[src/rtl/hazard_interlock.sv]
// Load-use stall and taken-branch flush controller; drives PC / IF/ID write
// enables and the ID/EX bubble beside the operand-forwarding network.
module hazard_interlock #(
    parameter int OP_W         = 5,
    parameter int RA_W         = 5,
    parameter int LOAD_STALL   = 1,
    parameter int FLUSH_CYCLES = 1,
    parameter int CNT_W        = 16
) (
    input  logic             clk,
    input  logic             rst_n,
    input  logic [31:0]      IR1,
    input  logic [31:0]      IR2,
    input  logic [RA_W-1:0]  RA1_1,
    input  logic [RA_W-1:0]  RA2_1,
    input  logic [RA_W-1:0]  WA_2,
    input  logic             branch_taken,
    output logic             pc_write,
    output logic             ifid_write,
    output logic             idex_bubble,
    output logic             flush_ifid,
    output logic [1:0]       hazard_state,
    output logic [CNT_W-1:0] stall_count
);

    localparam logic [OP_W-1:0] OP_LW  = OP_W'(5'b01010);
    localparam logic [OP_W-1:0] OP_SW  = OP_W'(5'b01011);
    localparam logic [OP_W-1:0] OP_NOP = OP_W'(5'b00000);

    // Reload values for the remaining-cycle counter; the first cycle of a
    // stall/flush entered from RUN is already spent by the Mealy response.
    localparam logic [3:0] LS_FIRST  = 4'(LOAD_STALL - 2);
    localparam logic [3:0] FL_FIRST  = 4'(FLUSH_CYCLES - 2);
    localparam logic [3:0] FL_RELOAD = 4'(FLUSH_CYCLES - 1);

    typedef enum logic [1:0] {
        ST_RUN   = 2'b00,
        ST_STALL = 2'b01,
        ST_FLUSH = 2'b10
    } state_t;

    state_t           state_q, state_d;
    logic [3:0]       cnt_q, cnt_d;
    logic [CNT_W-1:0] stall_count_q, stall_count_d;

    logic [OP_W-1:0] op_id;
    logic [OP_W-1:0] op_ex;
    logic            load_use;
    logic            stall_set;
    logic            flush_set;
    logic            stall_drv;
    logic            flush_drv;

    assign op_id = IR1[31 -: OP_W];
    assign op_ex = IR2[31 -: OP_W];

    // Store-data dependence (RA2 of an SW) is resolved by MEM-stage forwarding.
    assign load_use = (op_ex == OP_LW) && (op_id != OP_NOP) &&
                      ((WA_2 == RA1_1) || ((WA_2 == RA2_1) && (op_id != OP_SW)));

    always_comb begin
        state_d   = state_q;
        cnt_d     = cnt_q;
        stall_set = 1'b0;
        flush_set = 1'b0;
        unique case (state_q)
            ST_RUN: begin
                if (branch_taken) begin
                    flush_set = 1'b1;
                    if (FLUSH_CYCLES > 1) begin
                        state_d = ST_FLUSH;
                        cnt_d   = FL_FIRST;
                    end
                end else if (load_use) begin
                    stall_set = 1'b1;
                    if (LOAD_STALL > 1) begin
                        state_d = ST_STALL;
                        cnt_d   = LS_FIRST;
                    end
                end
            end
            ST_STALL: begin
                stall_set = 1'b1;
                if (branch_taken) begin
                    state_d = ST_FLUSH;
                    cnt_d   = FL_RELOAD;
                end else if (cnt_q == 4'd0) begin
                    state_d = ST_RUN;
                end else begin
                    cnt_d = cnt_q - 4'd1;
                end
            end
            ST_FLUSH: begin
                flush_set = 1'b1;
                if (branch_taken) begin
                    cnt_d = FL_RELOAD;
                end else if (cnt_q == 4'd0) begin
                    state_d = ST_RUN;
                end else begin
                    cnt_d = cnt_q - 4'd1;
                end
            end
            default: begin
                state_d = ST_RUN;
                cnt_d   = 4'd0;
            end
        endcase
    end

    // Saturating statistics counter.
    always_comb begin
        stall_count_d = stall_count_q;
        if (stall_set && (stall_count_q != {CNT_W{1'b1}})) begin
            stall_count_d = stall_count_q + CNT_W'(1);
        end
    end

    always_ff @(posedge clk or negedge rst_n) begin
        if (!rst_n) begin
            state_q       <= ST_RUN;
            cnt_q         <= 4'd0;
            stall_count_q <= '0;
        end else begin
            state_q       <= state_d;
            cnt_q         <= cnt_d;
            stall_count_q <= stall_count_d;
        end
    end

    // Reset masks the combinational response so outputs are RUN-quiet at once.
    assign stall_drv = stall_set && rst_n;
    assign flush_drv = flush_set && rst_n;

    assign pc_write     = !stall_drv;
    assign ifid_write   = !stall_drv;
    assign idex_bubble  = stall_drv || flush_drv;
    assign flush_ifid   = flush_drv;
    assign hazard_state = state_q;
    assign stall_count  = stall_count_q;

endmodule
[config.mk]
export PLATFORM = sky130hd
export DESIGN_NAME = hazard_interlock
export DESIGN_NICKNAME = d
export VERILOG_FILES = /design/src/rtl/hazard_interlock.sv
export SDC_FILE = /design/constraint.sdc
export NUM_CORES = 1
export LEC_CHECK = 0
export ABC_CLOCK_PERIOD_IN_PS = 4100
export CAP_MARGIN = 10
export CORE_MARGIN = 2
export CORE_UTILIZATION = 36
export DETAILED_ROUTE_END_ITERATION = 7
export PLACE_DENSITY = 0.91
export RECOVER_POWER = 50
export SYNTH_ARGS = -nofsm -noshare
export SYNTH_HDL_FRONTEND = slang
export SYNTH_SLANG_ARGS = --single-unit
[constraint.sdc]
create_clock -name clk -period 4.1 [get_ports clk]
set_input_delay 0.41 -clock clk [delete_from_list [all_inputs] [get_ports clk]]
set_output_delay 0.41 -clock clk [all_outputs]
set_load 0.05 [all_outputs]
==> metrics.md <==
| Metric | Value |
|---|---|
| TritonCTS clock tree | `yes` |
| CP Cell Sequence | `inv_1 -> ha_1 -> nor4b_2 -> and4b_1 -> nand2_1 -> nor2_1 -> o21ai_0 -> nand2b_1 -> clkdlybuf4s50_1` |
| Max Root-Sink Buffers | `2` |
| Sink Count | `22` |
| Avg Inst Size Synth | `9.99 µm²` |
| Post-synth top flop | `dfrtp_1` |
| Worst-Skew Late Latency | `0.30 ns` |
| Critical path data arrival time | `2.77 ns` |
| Final Hold Viols | `0` |
| WL/cell | `12.4 µm` |
| Final setup viols | `0` |
| Synth Net Count | `220` |
| Die H | `64.5 µm` |
| Inserted Clock Buffers | `3` |
| RSZ-0062 raised after global routing | `false` |
| DRT antenna net count | `0` |
| Cell Area, Synth | `0.00132 mm²` |
| Dpl ws | `1.01 ns` |
| Drt first pass iters | `4` |
| PwrDens | `285 mW/mm²` |
| Post-DP HPWL | `2280 µm` |
| Setup TNS Final | `0 ns` |
| CP required | `3.69 ns` |
| Core area | `0.00342 mm²` |
| CP Class | `flop to primary output` |
| Post-synth cell types | `31` |
| Vias | `1152` |
| CP Capture Type | `primary output` |
| Slew Viols, Final | `0` |
| Final Skew | `0.00842 ns` |
| Seq/Total Area, Yosys | `41.7%` |
| Initial Util | `38.6%` |
| Setup bufs post-CTS | `0` |
| Post-Syn Instances | `132` |
| Largest net degree at the start of global routing | `22` |
| Die area | `0.00416 mm²` |
| Worst Max-Slew Pin Slew | `1.09 ns` |
| Status | `completed` |
| Synth warn | `0` |
| Final Routed Wirelength | `2860 µm` |
| Most frequent cells in the layout | `clkdlybuf4s50_1 (43), dfrtp_1 (22), xnor2_1 (15)` |
| Worst-path clk slew | `0.11 ns` |
| Critical path fanouts, max | `8` |
| Setup slack after layout | `0.919 ns` |
| Final Net Count | `273` |
| LEAKAGE | `0.809 nW` |
| Async set or reset register ratio after synthesis | `100%` |
| Crit path launch type | `flop` |
| Vias in the first global route | `1113` |
| Layout cells sized above 1 | `4.89%` |
| Power Total | `0.000544 W` |
| Vias/cell | `4.99` |
| Growth of design area from synthesis to finish | `44.6%` |
| Hold Buf Count CTS | `0` |
| Tcrit/Tclk final | `77.6%` |
| DRC errors left | `0` |
| Root Driver | `clkbuf_4` |
| Most common cell after layout, fill and taps aside | `clkdlybuf4s50_1` |
| Initial antenna violation count | `1` |
| Global-route wire length before repair | `4620 µm` |
| Total track usage | `13.8%` |
| Max VDD drop | `0.318 mV` |
| # rows | `21` |
| Number of synthesized register bits | `22` |
| GPL Wtd Cong | `0.766` |
| Max Cap Violations | `0` |
| Relative slew slack | `27.3%` |
| H-Tree Depth | `1` |
| Worst path slowest cell | `clkdlybuf4s50_1` |
| Final Util | `55.8%` |
| GR Overflow Total | `0` |
| Die W | `64.5 µm` |
| 1st-iter DRT viols | `15` |
| I/O Buffers | `49` |
| Achievable Freq | `314 MHz` |
| Tmin final | `3.18 ns` |
| CP peak stage delay | `0.80 ns` |
| I/O pin cnt | `104` |
| Post_cts resized | `0` |
| Number of enable flip-flop cells after synthesis | `0` |
| Hold WC Path Type | `input pin to async pin` |
## per-stage QoR
stage,hold slack [ns],area (µm²),cells
floorplan,0.114,1320,132
global route,0.345,1910,231
finish,0.358,1910,231
global placement,0.477,1860,226
CTS,0.278,1910,230
detailed placement,0.484,1860,226
## layout make-up
| cell class | instances | area [µm²] |
|---|---|---|
| timing repair buffer | 50 | 494 |
| clock inverter | 1 | 30.0 |
| sequential | 22 | 551 |
| inverter | 6 | 22.5 |
| fill | 305 | 1510 |
| clock buffer | 3 | 22.5 |
| multi-input combinational | 102 | 727 |
| antenna | 1 | 2.50 |
| tap | 46 | 57.6 |
## report_power, final
group          total [W]  internal, W  switching (W)
Combinational   0.000141    0.0000618      0.0000792
Clock           0.000163    0.0000987      0.0000643
Sequential      0.000240     0.000227      0.0000129
## cell usage after synthesis (2+ instances only)
master	count	area share, %
nor3_1	4	1.5
nor2b_1	2	0.95
dfrtp_1	22	42
and3_1	6	2.8
nand4_1	5	2.4
xor2_1	13	8.6
nor3b_1	3	1.7
nand3_1	7	2.7
inv_1	6	1.7
o21ai_0	3	1.1
nand2_1	8	2.3
a21oi_1	6	2.3
nor2_1	10	2.8
ha_1	6	5.7
xnor2_1	15	10
## final timing paths
kind / slack (ns) / end / cells after the start / from
min reg2reg: 0.49 / stall_count[15] / 1 / stall_count[15]
max in group asynchronous: 2.51 / stall_count[3] / 2 / rst_n
max: 0.92 / idex_bubble / 9 / hazard_state[0]
max reg2reg: 1.68 / stall_count[1] / 7 / hazard_state[0]
min in group clk: 0.49 / stall_count[15] / 1 / stall_count[15]
min: 0.36 / hazard_state[0] / 1 / rst_n
## sequential cells by signal (all words and copies together) (netlist names)
register      flops
stall_count      16
hazard_state      2
cnt_q             4
## cells by family (layout without fill, tap and decap cells)
family,after synthesis,count (layout),share of synthesized area [%]
XOR/XNOR,28,28,18.6
buffers and inverters,8,60,3.13
AO/OA/AOI/OAI,15,15,7.21
other,0,1,0
AND/OR/NAND/NOR,52,52,22.8
multiplexers,1,1,0.854
adder cells (fa/ha/maj),6,6,5.69
flip-flops,22,22,41.7
## worst max-delay path, delay by kind of cell (launching register included)
| kind | cells | cell delay, ns |
|---|---|---|
| AOI/OAI and AO/OA | 1 | 0.13 |
| adders and majority gates | 1 | 0.31 |
| buffers and inverters | 2 | 0.90 |
| DFF | 1 | 0.42 |
| and+or+nand+nor | 5 | 0.72 |
## routing by layer
| layer | up-vias | wire (µm) | track usage, % |
|---|---|---|---|
| met5 | - | 0 | 0 |
| met2 | 45 | 1320 | 24.1 |
| met1 | 535 | 1140 | 15.2 |
| li1 | 570 | - | - |
| met4 | 0 | 16 | 3.99 |
| met3 | 2 | 384 | 5.90 |
Power figures use the tool's default switching activity.
